<file path="config.mk">
export PLATFORM = sky130hd
export DESIGN_NAME = tx_arbiter
export DESIGN_NICKNAME = d
export VERILOG_FILES = /design/src/rtl/tx_arbiter.sv
export SDC_FILE = /design/constraint.sdc
export NUM_CORES = 1
export LEC_CHECK = 0
export CORE_UTILIZATION = 30
export DETAILED_ROUTE_END_ITERATION = 7
export DONT_BUFFER_PORTS = 1
export GPL_TIMING_DRIVEN = 0
export MAX_ROUTING_LAYER = met4
export SYNTH_ARGS = -nofsm -noshare
export SYNTH_HDL_FRONTEND = slang
export SYNTH_SLANG_ARGS = --single-unit
</file>
<file path="constraint.sdc">
create_clock -name clk -period 2.1 [get_ports clk]
set_clock_uncertainty 0.15 [all_clocks]
set_input_delay 0.42 -clock clk [delete_from_list [all_inputs] [get_ports clk]]
set_output_delay 0.42 -clock clk [all_outputs]
set_load 0.02 [all_outputs]
</file>
<file path="src/rtl/tx_arbiter.sv">
// tx_arbiter: shares one serial TX channel between the scheduler (sc) and the
// instruction prefetcher (pf). It grants one command at a time, steers the
// payload handshake to the current owner, and keeps an in-order FIFO of reply
// owners so that RX data can be routed back to the unit that asked for it.
//
// Ports
//   clk, rst_n                         clock, async active-low reset
//   sc_reserve                         scheduler holds off new prefetch grants
//   sc_cmd_valid/sc_cmd/sc_reply_wanted scheduler command request
//   sc_data                            scheduler payload
//   sc_started/sc_data_next/sc_done    scheduler handshake outputs
//   pf_*                               same set for the prefetcher (no reserve)
//   tx_command_valid/tx_command        command offered to the serializer
//   tx_command_started                 serializer accepted the command
//   tx_data/tx_data_next/tx_done       payload path and completion from serializer
//   rx_done                            one reply fully received (pops owner FIFO)
//   rx_owner_valid/rx_owner_pf         head of reply-owner FIFO (1 = prefetch)
module tx_arbiter #(
  parameter int unsigned CMD_BITS    = 4,
  parameter int unsigned NSHIFT      = 2,
  parameter int unsigned OUTSTANDING = 2
) (
  input  logic                clk,
  input  logic                rst_n,
  input  logic                sc_reserve,
  input  logic                sc_cmd_valid,
  input  logic [CMD_BITS-1:0] sc_cmd,
  input  logic                sc_reply_wanted,
  input  logic [NSHIFT-1:0]   sc_data,
  output logic                sc_started,
  output logic                sc_data_next,
  output logic                sc_done,
  input  logic                pf_cmd_valid,
  input  logic [CMD_BITS-1:0] pf_cmd,
  input  logic                pf_reply_wanted,
  input  logic [NSHIFT-1:0]   pf_data,
  output logic                pf_started,
  output logic                pf_data_next,
  output logic                pf_done,
  output logic                tx_command_valid,
  output logic [CMD_BITS-1:0] tx_command,
  input  logic                tx_command_started,
  output logic [NSHIFT-1:0]   tx_data,
  input  logic                tx_data_next,
  input  logic                tx_done,
  input  logic                rx_done,
  output logic                rx_owner_valid,
  output logic                rx_owner_pf
);

  localparam int unsigned CNT_W = $clog2(OUTSTANDING + 1);

  typedef enum logic [1:0] {
    IDLE    = 2'd0,
    BUSY_SC = 2'd1,
    BUSY_PF = 2'd2
  } state_e;

  state_e                 state_q, state_d;
  logic                   last_pf_q, last_pf_d;
  logic [OUTSTANDING-1:0] fifo_q, fifo_d;
  logic [CNT_W-1:0]       cnt_q, cnt_d;

  // Arbitration intermediates
  logic fifo_full;
  logic sc_elig, pf_elig;
  logic sel_pf;
  logic grant;
  logic push, pop;
  logic [CNT_W-1:0] cnt_mid;

  // State, round-robin pointer and reply-owner FIFO registers
  always_ff @(posedge clk or negedge rst_n) begin
    if (!rst_n) begin
      state_q   <= IDLE;
      last_pf_q <= 1'b0;
      fifo_q    <= '0;
      cnt_q     <= '0;
    end else begin
      state_q   <= state_d;
      last_pf_q <= last_pf_d;
      fifo_q    <= fifo_d;
      cnt_q     <= cnt_d;
    end
  end

  // Next-state and handshake steering
  always_comb begin
    state_d          = state_q;
    last_pf_d        = last_pf_q;
    sc_started       = 1'b0;
    sc_data_next     = 1'b0;
    sc_done          = 1'b0;
    pf_started       = 1'b0;
    pf_data_next     = 1'b0;
    pf_done          = 1'b0;
    tx_command_valid = 1'b0;
    tx_command       = '0;
    tx_data          = '0;
    grant            = 1'b0;
    push             = 1'b0;

    fifo_full = (cnt_q == CNT_W'(OUTSTANDING));
    // rst_n gating keeps the command offer at zero while reset is asserted,
    // even though it is otherwise a pure function of the request inputs.
    sc_elig = rst_n && (state_q == IDLE) && sc_cmd_valid &&
              (!sc_reply_wanted || !fifo_full);
    pf_elig = rst_n && (state_q == IDLE) && pf_cmd_valid && !sc_reserve &&
              (!pf_reply_wanted || !fifo_full);
    // With both eligible sc_reserve is necessarily low, so plain round-robin applies.
    sel_pf = pf_elig && (!sc_elig || !last_pf_q);

    unique case (state_q)
      IDLE: begin
        tx_command_valid = sc_elig || pf_elig;
        if (sel_pf)       tx_command = pf_cmd;
        else if (sc_elig) tx_command = sc_cmd;
        grant = tx_command_valid && tx_command_started;
        if (grant) begin
          sc_started = !sel_pf;
          pf_started = sel_pf;
          last_pf_d  = sel_pf;
          state_d    = sel_pf ? BUSY_PF : BUSY_SC;
          push       = sel_pf ? pf_reply_wanted : sc_reply_wanted;
        end
      end
      BUSY_SC: begin
        tx_data      = sc_data;
        sc_data_next = tx_data_next;
        sc_done      = tx_done;
        if (tx_done) state_d = IDLE;
      end
      BUSY_PF: begin
        tx_data      = pf_data;
        pf_data_next = tx_data_next;
        pf_done      = tx_done;
        if (tx_done) state_d = IDLE;
      end
      default: state_d = IDLE;
    endcase
  end

  // Reply-owner FIFO: head at bit 0, pop shifts down, push writes at the tail
  always_comb begin
    fifo_d  = fifo_q;
    pop     = rx_done && (cnt_q != '0);
    cnt_mid = cnt_q;
    if (pop) begin
      fifo_d  = fifo_q >> 1;
      cnt_mid = cnt_q - CNT_W'(1);
    end
    cnt_d = cnt_mid;
    if (push) begin
      for (int unsigned i = 0; i < OUTSTANDING; i++) begin
        if (cnt_mid == CNT_W'(i)) fifo_d[i] = sel_pf;
      end
      cnt_d = cnt_mid + CNT_W'(1);
    end
    rx_owner_valid = (cnt_q != '0);
    rx_owner_pf    = fifo_q[0];
  end

endmodule

</file>
# [Word level (Yosys, flattened, before mapping)]
# Cells that the tools add are included.
# Widths: inputs -> output; s select.
[op_classes] addsub=2 n_eq_ne=6 mux=26 reduce_logical=26
[op_table] op="$mux 1" count=14
[op_table] op="$mux 2" count=7
[op_table] op="$mux 4" count=3
[op_table] op="$logic_and 1x1->1" count=9
[op_table] op="$pmux 2 s2" count=2
[op_table] op="$logic_not 1->1" count=7
[op_table] op="$eq 2x1->1 const B" count=2
[op_table] op="$eq 2x2->1 const B" count=2
[op_table] op="$logic_not 2->1" count=2
[op_table] op="$logic_or 1x1->1" count=4
[op_table] op="$ne 2x1->1 const B" count=2
[op_table] op="$reduce_and 2->1" count=2
[op_table] op="$add 2x1->2 const B" count=1
[op_table] op="$reduce_bool 2->1" count=1
[op_table] op="$reduce_or 2->1" count=1
[op_table] op="$sub 2x1->2 const B" count=1
[word_totals] regBits=7 inputBits=23 word_cells=64

# [Depth between registers and ports, before layout]
# Gate-level depths: netlist of run 1.
[logic_depth] ltp_word=11 mapped_depth=8

# [Worst setup path after synthesis of run 1]
# OpenSTA, ideal clock, no wires.
[synth_path] path_kind="flip-flop to output port" from="register state_q[0]" to="output pf_started" t_arrival_ns=1.758 required_time_ns=1.530 slack_ns=-0.228 path_stages_with_launch=6 n_path_buf=0 path_cell_list="dfrtp_1 -> inv_1 -> ha_1 -> and4b_2 -> a32oi_1 -> a211oi_1"
[synth_between] elab_chain_cells=9
[synth_rtl] element="start, declared" line="59" source="state_e state_q, state_d;"
[synth_rtl] element="start signal, assigned" line="80" source="state_q <= state_d;"
[synth_rtl] element="$logic_not 2->1 *" line="106, 108, 113"
[synth_rtl] element="$logic_and 1x1->1" line="106, 108"
[synth_rtl] element="$logic_and 1x1->1 (on tied branches) (2 in series)" line="106, 108"
[synth_rtl] element="$logic_not 1->1 / $logic_and 1x1->1 (equally long branches)" line="111, 108"
[synth_rtl] element="$logic_or 1x1->1 (on tied branches)" line="111, 115"
[synth_rtl] element="$logic_and 1x1->1 (on tied branches)" line="111, 118"
[synth_rtl] element="$mux 1" line="119" source="if (grant) begin"
[synth_rtl] element="$mux 1 *" line="113" source="unique case (state_q)"
[synth_rtl] element="end, declared" line="37" source="output logic pf_started,"
# Every way passes the cells marked *; elsewhere a longest branch is shown, timed or not.

# [Worst setup path after layout of run 1]
[layout_path] from="register state_q[0]" to="output tx_command[2]"
[layout_between] elab_chain_cells=9
[layout_rtl] element="$logic_not 2->1 *" line="106, 108, 113"
[layout_rtl] element="$logic_and 1x1->1" line="106, 108"
[layout_rtl] element="$logic_and 1x1->1 (2 in series)" line="106" source="sc_elig = rst_n && (state_q == IDLE) && sc_cmd_valid &&"
[layout_rtl] element="$logic_not 1->1" line="111" source="sel_pf = pf_elig && (!sc_elig || !last_pf_q);"
[layout_rtl] element="$logic_or 1x1->1" line="111"
[layout_rtl] element="$logic_and 1x1->1" line="111"
[layout_rtl] element="$mux 4" line="116" source="if (sel_pf) tx_command = pf_cmd;"
[layout_rtl] element="$mux 4 *" line="113"
[layout_rtl] element="end, declared" line="41" source="output logic [CMD_BITS-1:0] tx_command,"
# Marks and branches as above.

==> results of run 1 <==
worst max-delay path, delay by kind of cell (launching register included):
| family | cells | cell delay (ns) |
|---|---|---|
| simple gates | 1 | 0.15 |
| flops | 1 | 0.40 |
| buf+inv | 2 | 0.24 |
| fa+ha+maj | 1 | 0.14 |
| compound gates | 2 | 0.55 |
repair_timing:
action,in CTS,in global routing
endpoints found under the setup margin,8,10
hold buffers,1,0
cloned,0,0
endpoints found under the hold margin,7,0
buffers inserted,3,3
gates resized for setup,19,7
pin swaps,5,5
flip-flops by register name, summed over array words and instances (netlist names):
signal,flops
cnt_q,2
fifo_q,2
last_pf_q,1
state_q,2
layout make-up:
type	count	area [µm²]	area share, %
tap	27	33.8	3.71
buffer	1	11.3	1.24
inverter	6	22.5	2.48
multi-input combinational	58	582	64.0
timing repair buffer	7	58.8	6.46
sequential	7	175	19.3
clock buffer	4	26.3	2.89
cell families (layout without fill, tap and decap cells):
family,Yosys count,count (layout)
buf+inv,7,18
simple gates,21,21
compound gates,26,26
fa+ha+maj,7,7
flops,7,7
mux,2,2
xor+xnor,2,2
synthesized netlist by cell type (2+ instances only):
library cell,instances,area share [%]
a21o_1,2,2.2
a21oi_1,5,3.7
a22o_2,4,6.0
a22oi_1,2,2.2
a31o_2,2,2.6
and2_1,5,4.7
dfrtp_1,7,26
ha_1,7,13
inv_1,6,3.4
mux2i_1,2,3.0
nand2_1,4,2.2
nor2_1,2,1.1
nor2b_1,3,2.8
xnor2_1,2,2.6
worst paths after layout:
path | end | slack [ns] | start
worst min register to register | fifo_q[1] | 0.51 | fifo_q[1]
worst max register to register | fifo_q[0] | 0.16 | cnt_q[0]
worst min-delay path | cnt_q[1] | 0.27 | pf_reply_wanted
min in group asynchronous | cnt_q[1] | 0.35 | rst_n
max in group asynchronous | last_pf_q | 1.19 | rst_n
worst max-delay path | tx_command[2] | -0.22 | state_q[0]
routing by layer:
metal,routed length [µm],vias to the layer above,share of wire [%]
li1,-,289,-
met1,704,286,42
met2,838,24,50
met3,83,5,5.0
met4,44,0,2.6
met5,0,-,0
power by group:
group	leakage [nW]	internal (mW)	total, mW	switching (mW)
registers	0.0919	0.176	0.217	0.0408
clock network	0.0150	0.0730	0.130	0.0568
logic	0.299	0.271	0.604	0.333
through the flow:
step	setup TNS (ns)	worst slack, ns	power, mW	util, %	cell area, µm²
global placement	-0.542	-0.195	0.657	35.0	707
CTS	-1.16	-0.216	0.894	42.6	861
detailed placement	-0.469	-0.165	0.670	35.0	707
finish	-1.19	-0.215	0.951	45.0	910
global route	-1.77	-0.296	1.03	45.0	910
floorplan	0	0.0163	0.599	-	673
==> out/results.ini, run 1 <==
[yosys]
synthFlopType = dfrtp_1
synth.area.mux_share_pct = 3.00
synth_compound_area_share_pct = 30.5
ys_ff_latch = 7
syn_nets = 102
synthCells = 72
synthAdderAreaFrac_pct = 13.1
yosysUniqueCellTypes = 33
synthArstFlopShare_pct = 100
synth_top_family_by_area = compound AO/OA/AOI/OAI gates
synthXorXnorAreaFrac_pct = 2.62
syn_area_um2 = 668
yosysWarnings = 0
postSynthAreaPerCell_um2 = 9.28
synth_enable_flop_cells = 0
yosys.area_share.simple_pct = 19.5
yosysSeqAreaShare_pct = 26.2

[sta]
rsz0062_at_grt = yes
slew_violations = 0
fmax_ghz = 0.432
finalHoldViolations = 0
setup_viol = 7
maxSlewHeadroom_pct = 71.0
fin_ws_ns = -0.215
hold-worst-slack_ns = 0.270
tightest_slew_ns = 0.431
min_period_ns = 2.32
min_period_over_period_pct = 110

[clocking]
cts_tree = done
clk_path_buf_depth = 2
worstSkewPairLatency_ns = 0.26
numCtsBuffers = 3
cts_sinks = 7
htree_levels = 1
root_buffer = clkbuf_4
clk_pin_slew_worst_paths_ns = 0.06

[setup_path]
crit_path_start_kind = register
path_class = register to output port
critPathMaxFanout = 10
critPathArrivalTime_ns = 1.75
worst_r2r_path_depth = 8
cp_data_required_time_ns = 1.53
slowest_delay_ns = 0.40
end_kind = output port
critical_path.cell_chain = inv_2 -> ha_4 -> nand3_1 -> o211a_1 -> buf_6 -> a22o_4
crit_slowest_cell = dfrtp_1

[detailed_routing]
wire_per_inst_um = 15.2
wl_um = 1670
drt_iter0_drc = 6
vias = 604
postRouteAntennaNets = 0
viasPerCell = 5.49
drc = 0
drtPass1Iterations = 4

[floorplan]
io_pins = 38
die_h_um = 49.2
die_x_um = 49.2
start_util_pct = 33.0
rows = 16
fp.coreArea_mm2 = 0.00202
die_area_mm2 = 0.00242

[cells_and_area]
layout-area-overhead-vs-synth_pct = 36.1
final_common_cell = dfrtp_1
fill_cells = 196
fin_nets = 114
fin_cells = 110
final_cell_mix = 7 x dfrtp_1, 5 x and2_1, 5 x ha_1, 5 x buf_4
diodes = 0
drive_above_1_share_pct = 42.2

[grt]
grt_pass1_vias = 599
grt_use_total_pct = 16.2
busiest_layer = met2
grt_pass1_wl_um = 2820
grt_max_degree = 11
gr-total-overflow = 0
grtUsageMet2_pct = 25.6
met3_usage_pct = 3.43
gr-usage-met1_pct = 18.5
antenna_found_initial = 0

[pwr]
p_leak_nw = 0.406
p_per_area_mw_per_mm2 = 1050
irDropWorstVdd_uv = 433

[status]
status = finished, violations left
violations = negative setup slack

[worst_hold_path]
holdCritPathClass = input pin to register
hold_depth = 2

[place]
place_inst = 99
gp_congestion = 0.745
io_buffers = 0
hpwl_um = 1150

[job]
maxCapViolCount = 0

Note: power is estimated with default switching activity, not from simulation.
==> run 2: changes to the inputs <==
Settings changed: CTS_CLUSTER_DIAMETER set to 100, PLACE_DENSITY set to 0.46.
==> run 2 against run 1 <==
The run still ends with negative setup slack left. Setup slack improved by 0.0089 ns. Sequential power shrank 2%. Total power is 4.0% higher. Global-route usage shrank 0.68 points. Register-to-register slack worse by 0.09 ns. Cell area grew 7.3%. Clock power about the same. Non-clock buffer count increased by 7. Via count up 2.8%. Largest power group unchanged.
==> out/results.ini, run 2 (synthesis gave the netlist of run 1 again) <==
[setup_path]
path_class = register to output port
crit_path_start_kind = register
crit-reg2reg-launch = state_q[0]
critical_path.cell_chain = inv_2 -> ha_4 -> and4b_2 -> nand2_2 -> o21a_4 -> a22o_4
end_kind = output port
slowest_delay_ns = 0.38  ; -0.02 ns
critPathMaxFanout = 4  ; -6
worst_r2r_path_depth = 8  ; unchanged
crit_slowest_cell = dfrtp_1
regToRegSetupSlack_ns = 0.07  ; -0.09 ns
cp_data_required_time_ns = 1.53  ; about the same
critPathArrivalTime_ns = 1.74  ; about the same
r2r-end = state_q[1]

[sta]
min_period_ns = 2.31  ; -0.00892 ns
tightest_slew_ns = 0.523  ; +0.0918 ns
maxSlewHeadroom_pct = 64.8  ; -6.2 points
fin_ws_ns = -0.206  ; +0.00892 ns
setup_viol = 6  ; -1
fmax_ghz = 0.434  ; +0.39%
finalHoldViolations = 0  ; unchanged
min_period_over_period_pct = 110  ; -0.42 points
slew_violations = 0  ; unchanged
rsz0062_at_grt = yes
setup_tns_ns = -1.13  ; +0.0648 ns

[grt]
grt_pass1_wl_um = 2660  ; -5.6%
grt_max_degree = 11  ; unchanged
grt_pass1_vias = 582  ; -2.8%
gr-total-overflow = 0  ; unchanged
grt_use_total_pct = 15.5  ; -0.68 points
antenna_found_initial = 0  ; unchanged

[detailed_routing]
wl_um = 1700  ; +1.8%
postRouteAntennaNets = 0  ; unchanged
drtPass1Iterations = 3  ; -1
vias = 621  ; +2.8%
drt_iter0_drc = 3  ; -3
wire_per_inst_um = 14.5  ; -4.3%
drc = 0  ; unchanged
viasPerCell = 5.31  ; -3.3%

[cells_and_area]
fin_cells = 117  ; +6.4%
drive_above_1_share_pct = 46.7  ; +4.5 points
fin_nets = 121  ; +6.1%
postLayoutCoreUtil_pct = 48.3  ; +3.3 points
reg_top3 = cnt_q: 2 flops, fifo_q: 2 flops, state_q: 2 flops
diodes = 0  ; unchanged
final_common_cell = buf_4
final_cell_mix = 11 x buf_4, 7 x dfrtp_1, 5 x and2_1, 5 x ha_1
layout-area-overhead-vs-synth_pct = 46.1

[worst_hold_path]
hold_depth = 2  ; unchanged
whs_endpoint = cnt_q[1]
hp-start = pf_reply_wanted
holdCritPathClass = input pin to register

[pwr]
p_leak_nw = 0.446  ; +9.7%
p_per_area_mw_per_mm2 = 1010  ; -3.1%
irDropWorstVdd_uv = 429  ; -0.90%

[floorplan]
start_util_pct = 33.0  ; unchanged
fp.coreArea_mm2 = 0.00202  ; unchanged
rows = 16  ; unchanged
io_pins = 38  ; unchanged
die_h_um = 49.2  ; unchanged
die_x_um = 49.2  ; unchanged
die_area_mm2 = 0.00242  ; unchanged

[status]
status = finished, violations left
violations = negative setup slack

[place]
place_inst = 99  ; unchanged
gp_congestion = 0.715  ; -3.9%
place_ws_ns = -0.229  ; -0.0635 ns
hpwl_um = 1140  ; -0.95%
io_buffers = 0  ; unchanged

[clocking]
htree_levels = 1  ; unchanged
cts_sinks = 7  ; unchanged
numCtsBuffers = 3  ; unchanged
clk_path_buf_depth = 2  ; unchanged
clk_pin_slew_worst_paths_ns = 0.06  ; about the same
worstSkewPairLatency_ns = 0.26  ; about the same
cts_tree = done
root_buffer = clkbuf_4

[job]
maxCapViolCount = 0  ; unchanged

## run 2: cell count changes in the layout (fill, tap and decap cells not counted), sizes merged
| cell | delta |
|---|---|
| buf | +7 |
## run 2: what timing repair did
item / 4_1_cts / 5_1_grt
endpoints found under the hold margin: 7 / 0
setup buffers: 7 / 6
endpoints found under the setup margin: 8 / 9
pin swaps: 5 / 5
gates resized for setup: 18 / 11
hold buffers: 1 / 0
## run 2: layer usage
metal	track usage, %	up-vias	part of all wire, %
met1	16.6	281	41
met5	-	-	0
met4	8.82	0	2.1
met3	3.43	5	6.8
li1	-	299	-
met2	26.3	36	50
## run 2: worst max-delay path: cells and delay by family, from the launching register on
kind | cells | cell delay (ns)
AO/OA/AOI/OAI | 2 | 0.46
adder cells (fa/ha/maj) | 1 | 0.16
buffers and inverters | 1 | 0.08
flip-flops | 1 | 0.38
AND/OR/NAND/NOR | 2 | 0.40
## run 2: how the worst max path moves through the flow
stage,slack (ns),start,cells past startpoint,end
floorplan,0.02,state_q[0],5,sc_started
global placement,-0.23,state_q[0],5,sc_started
detailed placement,-0.23,state_q[0],5,sc_started
CTS,-0.19,state_q[1],6,tx_command[2]
global route,-0.27,state_q[0],6,tx_command[0]
finish,-0.21,state_q[0],6,tx_command[2]
## run 2: metrics by stage
stage	instance area, µm²	hold WS, ns	power [mW]
finish	976	0.239	0.989
global route	976	0.234	1.07
CTS	891	0.268	0.927
detailed placement	707	-0.0254	0.670
global placement	707	-0.0254	0.666
floorplan	673	-0.0256	0.599
## run 2: cell type report
type                       instances  area (µm²)
inverter                           6        22.5
multi-input combinational         58         598
fill                             205        1050
clock buffer                       4        26.3
tap                               27        33.8
sequential                         7         175
timing repair buffer              14         109
buffer                             1        11.3
## run 2: where the power goes
group,switching [mW],internal (mW)
Combinational,0.340,0.304
Sequential,0.0372,0.176
Clock,0.0588,0.0731
